<file path="src/rtl/mem_port_arbiter.sv">
// mem_port_arbiter
//   Shares one single-port memory between the fetch path (if_*) and the
//   load/store path (d_*). One transaction is outstanding at a time. The
//   grant, and the memory strobe for it, are issued combinationally in an idle
//   cycle. The response is returned LAT cycles after the grant.
//
//   Parameters: ADDR_W, DATA_W (strobe width DATA_W/8), LAT (1..7), STARVE_MAX (1..15)
//   Ports:
//     clk, rst                     clock, synchronous active-high reset
//     if_req/if_addr               fetch request (held until if_gnt)
//     if_gnt/if_rvalid/if_rdata    fetch grant, response pulse, response data
//     d_req/d_we/d_addr/d_wdata/d_wstrb   load/store request (held until d_gnt)
//     d_gnt/d_rvalid/d_rdata       data grant, response pulse, load data (0 for stores)
//     mem_en/mem_we/mem_addr/mem_wdata/mem_wstrb/mem_rdata   memory macro port
//     busy                         a transaction is waiting for its read latency
//     if_stall_cnt/d_stall_cnt     saturating counts of cycles with req && !gnt
//
//   Optional feature macro: MEM_ARB_PERF_EN. When it is defined the stall
//   counters are built. When it is undefined both counter ports read 32'h0.
module mem_port_arbiter #(
   parameter int ADDR_W     = 64,
   parameter int DATA_W     = 64,
   parameter int LAT        = 2,
   parameter int STARVE_MAX = 4
) (
   input  logic                  clk,
   input  logic                  rst,
   input  logic                  if_req,
   input  logic [ADDR_W-1:0]     if_addr,
   output logic                  if_gnt,
   output logic                  if_rvalid,
   output logic [DATA_W-1:0]     if_rdata,
   input  logic                  d_req,
   input  logic                  d_we,
   input  logic [ADDR_W-1:0]     d_addr,
   input  logic [DATA_W-1:0]     d_wdata,
   input  logic [DATA_W/8-1:0]   d_wstrb,
   output logic                  d_gnt,
   output logic                  d_rvalid,
   output logic [DATA_W-1:0]     d_rdata,
   output logic                  mem_en,
   output logic                  mem_we,
   output logic [ADDR_W-1:0]     mem_addr,
   output logic [DATA_W-1:0]     mem_wdata,
   output logic [DATA_W/8-1:0]   mem_wstrb,
   input  logic [DATA_W-1:0]     mem_rdata,
   output logic                  busy,
   output logic [31:0]           if_stall_cnt,
   output logic [31:0]           d_stall_cnt
);

   localparam int SW = DATA_W/8;
   localparam logic [0:0] IDLE = 1'b0;
   localparam logic [0:0] WAIT = 1'b1;
   // cnt holds the number of WAIT cycles still to run. The response cycle
   // itself is spent in IDLE, so the next grant can overlap it.
   localparam logic [2:0] CNT_LOAD   = 3'(LAT - 1);
   localparam logic [3:0] STARVE_LIM = 4'(STARVE_MAX);

   logic [0:0]        state;
   logic              owner_d;     // 1: data path owns the transaction, 0: fetch
   logic              op_wr;
   logic [2:0]        cnt;
   logic [3:0]        starve;
   logic              rsp_pend;
   logic [DATA_W-1:0] if_hold;
   logic [DATA_W-1:0] d_hold;
   logic              can_grant;
   logic              fetch_win;

   // Arbitration: data wins unless fetch has been passed over STARVE_MAX times.
   always_comb begin
      can_grant = (state == IDLE) && !rst;
      fetch_win = if_req && (!d_req || (starve >= STARVE_LIM));
      if_gnt    = can_grant && fetch_win;
      d_gnt     = can_grant && d_req && !fetch_win;
   end

   // Memory port: pass the granted requester straight through. Otherwise drive 0.
   always_comb begin
      mem_en    = 1'b0;
      mem_we    = 1'b0;
      mem_addr  = {ADDR_W{1'b0}};
      mem_wdata = {DATA_W{1'b0}};
      mem_wstrb = {SW{1'b0}};
      if (d_gnt) begin
         mem_en    = 1'b1;
         mem_we    = d_we;
         mem_addr  = d_addr;
         mem_wdata = d_wdata;
         mem_wstrb = d_wstrb;
      end else if (if_gnt) begin
         mem_en    = 1'b1;
         mem_addr  = if_addr;
      end else begin
         mem_en    = 1'b0;
         mem_we    = 1'b0;
      end
   end

   // Response routing: memory data is valid during the response cycle only,
   // so it passes through then. Each port holds its last value otherwise.
   always_comb begin
      if_rvalid = rsp_pend && !owner_d && !rst;
      d_rvalid  = rsp_pend && owner_d && !rst;
      if (if_rvalid) begin
         if_rdata = mem_rdata;
      end else begin
         if_rdata = if_hold;
      end
      if (d_rvalid) begin
         d_rdata = op_wr ? {DATA_W{1'b0}} : mem_rdata;
      end else begin
         d_rdata = d_hold;
      end
   end

   assign busy = (state == WAIT);

   // Transaction sequencer: grant -> WAIT for LAT-1 cycles -> response cycle.
   always_ff @(posedge clk) begin
      if (rst) begin
         state    <= IDLE;
         owner_d  <= 1'b0;
         op_wr    <= 1'b0;
         cnt      <= 3'd0;
         rsp_pend <= 1'b0;
      end else begin
         rsp_pend <= 1'b0;
         case (state)
            IDLE: begin
               if (if_gnt || d_gnt) begin
                  owner_d <= d_gnt;
                  op_wr   <= d_gnt && d_we;
                  cnt     <= CNT_LOAD;
                  if (LAT == 1) begin
                     rsp_pend <= 1'b1;
                  end else begin
                     state <= WAIT;
                  end
               end
            end
            WAIT: begin
               if (cnt <= 3'd1) begin
                  state    <= IDLE;
                  cnt      <= 3'd0;
                  rsp_pend <= 1'b1;
               end else begin
                  cnt <= cnt - 3'd1;
               end
            end
            default: state <= IDLE;
         endcase
      end
   end

   // Last-delivered read data for each requester.
   always_ff @(posedge clk) begin
      if (rst) begin
         if_hold <= {DATA_W{1'b0}};
         d_hold  <= {DATA_W{1'b0}};
      end else begin
         if (if_rvalid) if_hold <= if_rdata;
         if (d_rvalid)  d_hold  <= d_rdata;
      end
   end

   // Starvation counter: counts data grants while fetch is waiting.
   always_ff @(posedge clk) begin
      if (rst) begin
         starve <= 4'd0;
      end else if (!if_req || if_gnt) begin
         starve <= 4'd0;
      end else if (d_gnt && (starve != 4'hF)) begin
         starve <= starve + 4'd1;
      end
   end

`ifdef MEM_ARB_PERF_EN
   // Saturating stall counters.
   always_ff @(posedge clk) begin
      if (rst) begin
         if_stall_cnt <= 32'd0;
         d_stall_cnt  <= 32'd0;
      end else begin
         if (if_req && !if_gnt && (if_stall_cnt != 32'hFFFF_FFFF)) if_stall_cnt <= if_stall_cnt + 32'd1;
         if (d_req && !d_gnt && (d_stall_cnt != 32'hFFFF_FFFF))    d_stall_cnt  <= d_stall_cnt + 32'd1;
      end
   end
`else
   assign if_stall_cnt = 32'h0;
   assign d_stall_cnt  = 32'h0;
`endif

endmodule

</file>
<file path="config.mk">
export PLATFORM = sky130hd
export DESIGN_NAME = mem_port_arbiter
export DESIGN_NICKNAME = d
export VERILOG_FILES = /design/src/rtl/mem_port_arbiter.sv
export SDC_FILE = /design/constraint.sdc
export NUM_CORES = 1
export LEC_CHECK = 0
export CAP_MARGIN = 20
export CORE_AREA = 3 3 234 236
export CTS_CLUSTER_SIZE = 30
export DETAILED_ROUTE_END_ITERATION = 7
export DIE_AREA = 0 0 237 239
export PLACE_DENSITY = 0.47
export SLEW_MARGIN = 5
export SYNTH_ARGS = -nofsm -noshare
export SYNTH_HDL_FRONTEND = slang
export SYNTH_SLANG_ARGS = --single-unit
</file>
<file path="constraint.sdc">
create_clock -name clk -period 4.1 [get_ports clk]
set_clock_uncertainty 0.1 [all_clocks]
set_input_delay 0.41 -clock clk [delete_from_list [all_inputs] [get_ports clk]]
set_output_delay 0.41 -clock clk [all_outputs]
set_load 0.02 [all_outputs]
</file>
# Yosys cells after proc, flatten, opt, wreduce, memory -nomap -nowiden
# Index checks and enable logic that the tools add are counted.
totals:
  reg_bits: 139
  input_bits: 269
  output_inout_bits: 335
  wordCells: 54
op_classes:
  add_sub_neg: 2
  order_cmp: 2
  n_eq_ne: 2
  muxes: 17
  bitwise: 1
  reduce_logical: 22
op_table:
  columns: ["operator", "n"]
  rows:
  - ["64-bit 2-to-1 mux", 6]
  - ["1-bit logical AND", 11]
  - ["8-bit 2-to-1 mux", 1]
  - ["1-bit 2-to-1 mux", 6]
  - ["3-bit 2-to-1 mux", 2]
  - ["3-bit case mux with 2 select lines", 1]
  - ["1-bit logical NOT", 5]
  - ["4-bit by 1-bit adder with 4-bit output (second input constant)", 1]
  - ["4-bit by 3-bit greater-or-equal comparator with 1-bit output (second input constant)", 1]
  - ["4-bit != test (second input constant)", 1]
  - ["2-bit OR reduction", 2]
  - ["3-bit by 1-bit less-or-equal comparator with 1-bit output (second input constant)", 1]
  - ["1-bit logical OR", 3]
  - ["3-bit by 1-bit subtractor with 3-bit output (second input constant)", 1]
  - ["2-bit by 1-bit != test with 1-bit output (second input constant)", 1]
  - ["1-bit case mux with 2 select lines", 1]
  - ["2-bit AND reduction", 1]
  - ["1-bit inverter", 1]

# Depth between registers and ports, before layout
# Gate-level depths: netlist of run 1.
depth:
  word_depth: 8
  mapped_depth: 7
  ltp_nobuf: 5

# Least setup slack after synthesis of run 1
# No wires, ideal clock.
synth_path:
  path_type: "input-to-output"
  startpoint: "in rst"
  endpoint: "out mem_addr[0]"
  arrival_time_ns: 1.566
  required_ns: 3.590
  path_slack_ns: 2.024
  cell_stages: 7
  n_path_buf: 3
  cell_sequence: "buf_6 nor3b_1 nand2_1 inv_1 buf_2 buf_2 a22o_1"
synth_between:
  elab_chain_cells: 5
synth_rtl:
  columns: ["element", "line_no", "text"]
  rows:
  - ["from (decl)", "27", "input logic rst,"]
  - ["1-bit logical NOT *", "73", "can_grant = (state == IDLE) && !rst;"]
  - ["1-bit logical AND *", "73", null]
  - ["1-bit logical AND, on equally long branches", "75, 76", null]
  - ["64-bit 2-to-1 mux / 1-bit logical AND (equally long branches)", "92, 76", null]
  - ["64-bit 2-to-1 mux *", "86", "if (d_gnt) begin"]
  - ["to (decl)", "43", "output logic [ADDR_W-1:0] mem_addr,"]
# Every way passes the cells marked *; elsewhere a longest branch is shown, timed or not.

# Worst setup path after layout of run 1
layout_path:
  startpoint: "in d_req"
  endpoint: "out mem_we"
layout_between:
  elab_chain_cells: 6
layout_rtl:
  columns: ["element", "line_no", "text"]
  rows:
  - ["from (decl)", "33", "input logic d_req,"]
  - ["1-bit logical NOT", "74", "fetch_win = if_req && (!d_req || (starve >= STARVE_LIM));"]
  - ["1-bit logical OR", "74", null]
  - ["1-bit logical AND", "74", null]
  - ["1-bit logical NOT", "76", "d_gnt = can_grant && d_req && !fetch_win;"]
  - ["1-bit logical AND *", "76", null]
  - ["1-bit 2-to-1 mux *", "86", null]
  - ["to (decl)", "42", "output logic mem_we,"]
# Marked as above.

==> results.json, run 1 <==
{
  "yosys.area.top_type": "dfxtp_1",
  "grt_pass1_vias": 7867,
  "vias": 7961,
  "synth-seq-cells": 139,
  "p_leak_uw": 0.005612,
  "fp.dieH_um": 239,
  "post_cts.repair.setup_buffers": 0,
  "rr_worst_depth": 4,
  "hold_viol_final": 0,
  "row_count": 84,
  "yosys_warnings": 0,
  "mostFrequentLayoutCells": "clkdlybuf4s50_1 (538), dfxtp_1 (138), nand2_1 (130)",
  "holdPathStages": 2,
  "core_area_um2": 52660,
  "initial_core_util_pct": 13.97,
  "rsz0062_at_grt": "no",
  "r2r_setup_slack_ps": 2070,
  "dp_cells": 2017,
  "syn_area_per_cell_um2": 8.632,
  "netlist_instances": 852,
  "hold_path_class": "in -> reg",
  "nets": 1620,
  "final_common_cell": "clkdlybuf4s50_1",
  "ys_types": 34,
  "clk_latency_ps": 460,
  "peakVddDrop_v": 0.0002532,
  "yosysSeqAreaShare_pct": 37.84,
  "io-pin-count": 604,
  "clkSlewWorstSetupHoldPaths_ps": 70,
  "period_minus_slack_ps": 3320,
  "instances_no_fill": 2053,
  "antenna_found_initial": 8,
  "wire_per_inst_um": 19.88,
  "grt.overflow.total": 0,
  "vias_per_cell": 3.878,
  "syn-cell-area_um2": 7355,
  "clock_path_buffers": 2,
  "status": "finished clean",
  "setup_slack_ps": 779.9,
  "placed_area_um2": 13230,
  "synth_top_area_share_pct": 37.84,
  "track_usage_pct": 13.65,
  "ant_nets": 0,
  "cts_buffers": 17,
  "hold_start": "rst",
  "cts_resized": 0,
  "h-tree-depth": 4,
  "tns_ps": 0,
  "hold_ws_ps": 287.5,
  "r2r-start": "owner_d",
  "cts_tree": "done",
  "crit_fanout": 74,
  "setup_viol": 0,
  "fin_area_um2": 13820,
  "initialDrtViolationCount": 327,
  "synthToLayoutAreaGrowth_pct": 87.97,
  "die_area_um2": 56640,
  "crit_arrival_ps": 2810,
  "holdBufCountCts": 0,
  "clkSinkCount": 139,
  "crit_path_end_kind": "output pin",
  "grt_pass1_wl_mm": 56.40,
  "clk_root_buffer_cell": "clkbuf_16",
  "cap_viol_max_count": 0,
  "drive_gt1_share_pct": 8.824,
  "maxSlewHeadroom_pct": 46.67,
  "async_reset_ff_share_pct": 0,
  "drc": 0,
  "worst_pin_slew_ps": 799.9,
  "required_ps": 3590,
  "gp_congestion": 0.9115,
  "drt_wl_total_mm": 40.81,
  "synth_edf_count": 0,
  "period_share_pct": 80.98,
  "synthTopCellsByArea": "dfxtp_1 (38%), mux2_2 (9.8%), a22o_1 (7.6%)",
  "grt_max_degree": 75,
  "start_kind": "primary input",
  "power_density_nw_per_um2": 279.3,
  "worstSetupPathType": "in -> out",
  "hpwlAfterDp_mm": 31.86,
  "portBuffers": 539,
  "maxSlewViolCount": 0,
  "die_w_um": 237,
  "crit_start": "d_req",
  "first_pass_iters": 5,
  "pre_cts_ws_ps": 804.2,
  "max_freq_mhz": 301.2,
  "synth-main-ff-cell": "dfxtp_1"
}
## final cells by class
| class | count | area (um2) |
|---|---|---|
| Fill cell | 5612 | 38830 |
| Clock inverter | 11 | 118.9 |
| Multi-Input combinational cell | 630 | 3995 |
| Tap cell | 688 | 860.8 |
| Inverter | 7 | 26.28 |
| Sequential cell | 139 | 2784 |
| Clock buffer | 20 | 466.7 |
| Antenna cell | 5 | 12.51 |
| Timing Repair Buffer | 553 | 5560 |
## power by group
group,switching (uW),internal [uW],total [uW]
sequential,12.6,1370,1380
clock,635,935,1570
combinational,430,479,910
## final timing paths
check,end
worst min-delay path,if_hold[1]
worst max register to register,if_hold[60]
worst min register to register,d_hold[54]
worst max-delay path,mem_we
## synthesized netlist by cell type (4+ instances only)
cell,n
clkbuf_1,48
o21ai_0,5
a22o_1,64
buf_4,69
a21oi_1,71
and3_1,74
inv_1,7
mux2_2,64
nor2b_1,66
buf_2,18
nand2_1,130
nand3b_1,65
o31ai_1,4
dfxtp_1,139
## critical path: stages
cell and delay (ps):
clkdlybuf4s50_1 550, nor3b_2 220, buf_4 540, nand3_1 310, inv_1 130, clkdlybuf4s50_1 630
## routing by layer
layer  part of all wire, %  track usage (%)
met1                    44            17.31
met2                    46            21.28
met3                   8.8            5.157
met4                   1.6            4.618
met5                  0.10                0
## through the flow
step / utilization, % / power [uW]
floorplan: - / 1812
global placement: 25.12 / 2319
detailed placement: 25.12 / 2316
CTS: 26.23 / 3948
global route: 26.25 / 4028
finish: 26.25 / 3861
## flip-flops by register name, summed over array words and instances (netlist names)
signal	count
d_hold	64
if_hold	64
starve	4
cnt	3
busy	1
op_wr	1
owner_d	1
rsp_pend	1
## kinds of logic after synthesis
kind of cell	synth area share [%]
AO/OA/AOI/OAI	13.93
adder cells (fa/ha/maj)	0.5104
buffers and inverters	11.38
flip-flops	37.84
multiplexers	9.799
other	0.05099
AND/OR/NAND/NOR	26.49
No activity file was read; power rests on OpenSTA's default activity.
==> run 2: changes to the inputs <==
--- a/config.mk
+++ b/config.mk
@@ -10,7 +10,7 @@
 export CTS_CLUSTER_SIZE = 30
 export DETAILED_ROUTE_END_ITERATION = 7
 export DIE_AREA = 0 0 237 239
-export PLACE_DENSITY = 0.47
+export PLACE_DENSITY = 0.48
 export SLEW_MARGIN = 5
 export SYNTH_ARGS = -nofsm -noshare
 export SYNTH_HDL_FRONTEND = slang
==> constraint.sdc (replaced) <==
create_clock -name clk -period 2.9 [get_ports clk]
set_clock_uncertainty 0.1 [all_clocks]
set_input_delay 0.29 -clock clk [delete_from_list [all_inputs] [get_ports clk]]
set_output_delay 0.29 -clock clk [all_outputs]
set_load 0.02 [all_outputs]
==> run 2 against run 1 <==
  * Count of clock-buffer cells in the layout decreased by 1
  * Sequential cell count unchanged
  * Worst hold slack got worse by 94 ps
  * Design area increased by 2.0%
  * Critical path depth decreased by 1
  * Utilization increased by 0.52 points
  * Cell count increased by 0.63%
  * Sequential share of layout area decreased by 0.39 points
==> results.json, run 2 (synthesized netlist as in run 1, its figures left out) <==
{
  "gp_congestion": 0.9587,
  "required_ps": 2510,
  "tns_ps": 0,
  "crit_fanout": 33,
  "period_share_pct": 95.22,
  "hold_viol_final": 0,
  "start_kind": "register",
  "cap_viol_max_count": 0,
  "holdBufCountCts": 0,
  "maxSlewHeadroom_pct": 51.57,
  "die_area_um2": 56640,
  "die_w_um": 237,
  "grt_max_degree": 75,
  "placed_area_um2": 13350,
  "setup_viol": 0,
  "final_common_cell": "clkdlybuf4s50_1",
  "grt.overflow.total": 0,
  "core_area_um2": 52660,
  "io-pin-count": 604,
  "reg_top3": "d_hold: 64 flops, if_hold: 64 flops, starve: 4 flops",
  "period_minus_slack_ps": 2761,
  "hold_start": "rst",
  "worst_pin_slew_ps": 726.4,
  "crit_path_end_kind": "output pin",
  "cts_tree": "done",
  "drc": 0,
  "row_count": 84,
  "vias": 8104,
  "worstSetupPathType": "reg -> out",
  "clkSlewWorstSetupHoldPaths_ps": 70,
  "r2r-start": "busy",
  "fillers": 5584,
  "portBuffers": 539,
  "h-tree-depth": 4,
  "first_pass_iters": 5,
  "fin_area_um2": 14100,
  "crit_start": "owner_d",
  "mostFrequentLayoutCells": "clkdlybuf4s50_1 (455), dfxtp_1 (138), nand2_1 (130)",
  "vias_per_cell": 3.923,
  "status": "finished clean",
  "nets": 1630,
  "max_freq_mhz": 362.2,
  "drt_wl_total_mm": 44.42,
  "fp.dieH_um": 239,
  "crit_arrival_ps": 2370,
  "synthToLayoutAreaGrowth_pct": 91.66,
  "ant_nets": 0,
  "maxSlewViolCount": 0,
  "p_leak_uw": 0.006026,
  "clkSinkCount": 139,
  "antenna_found_initial": 7,
  "hpwlAfterDp_mm": 36.09,
  "peakVddDrop_v": 0.0003110,
  "clock_path_buffers": 2,
  "grt_pass1_vias": 7910,
  "power_density_nw_per_um2": 407.7,
  "cts_buffers": 17,
  "initial_core_util_pct": 13.97,
  "grt_pass1_wl_mm": 60.01,
  "track_usage_pct": 14.78,
  "hold_path_class": "in -> reg",
  "rsz0062_at_grt": "no",
  "clk_root_buffer_cell": "clkbuf_16",
  "initialDrtViolationCount": 370,
  "drive_gt1_share_pct": 14.88,
  "clk_latency_ps": 450,
  "wire_per_inst_um": 21.50
}
run 2: cell types whose count changed in the layout (fill, tap and decap cells not counted), sizes merged:
cell and delta:
clkdlybuf4s50 -83, clkinvlp -4, diode +2, clkbuf -1
inv +2, buf +84, dlymetal6s2s +5, bufinv +3
clkinv +1, dlygate4sd2 +4
run 2: routing by layer:
metal | part of all wire, % | GRT usage (%) | up-vias
li1 | - | - | 3853
met1 | 47 | 20.20 | 3874
met2 | 43 | 21.67 | 349
met3 | 8.7 | 6.011 | 26
met4 | 0.97 | 2.969 | 2
met5 | 0.30 | 1.684 | -
run 2: cell type report:
type                       instances  area (um2)  share of cell area (%)
timing repair buffer             563        5757                   40.84
tap                              688       860.8                   6.107
multi-input combinational        630        3995                   28.34
antenna                            7       17.52                  0.1243
inverter                           7       26.28                  0.1864
sequential                       139        2784                   19.75
clock buffer                      19       442.9                   3.142
clock inverter                    13       212.7                   1.509
run 2: what timing repair did:
item,in CTS,in global routing
setup endpoints to repair,25,50
setup buffers,2,2
resized for setup,5,6
cloned,1,0
pin swaps,1,1
run 2: report_power, final:
part           total (uW)  switching, uW  internal (uW)
registers            1950           11.9           1930
clock network        2450            893           1560
logic                1350            646            706
total                5750           1550           4200
run 2: through the flow:
step | util (%) | hold slack (ps) | total power, uW | instances | setup WS (ps)
after detailed placement | 25.36 | 352.6 | 3334 | 2022 | 152.6
after global placement | 25.36 | 346.7 | 3334 | 2022 | 149.1
after global routing | 26.77 | 226.2 | 5967 | 2066 | 12.09
after floorplan | - | 339.9 | 2562 | 915 | 1064
final | 26.77 | 193.8 | 5747 | 2066 | 138.7
after CTS | 26.68 | 150.9 | 5852 | 2057 | 4.851
run 2: path summary, 6_finish.rpt:
check / end / slack (ps) / cells past startpoint
setup / recovery: if_rdata[50] / 140 / 5
hold / removal: owner_d / 190 / 4
setup reg to reg: starve[1] / 1140 / 4
hold reg to reg: d_hold[26] / 360 / 2
run 2: worst max-delay path: stages (launching register included):
cell and delay [ps]:
dfxtp_1 360, nor3b_4 190, buf_4 140, buf_12 210, mux2_2 380, clkdlybuf4s50_1 580
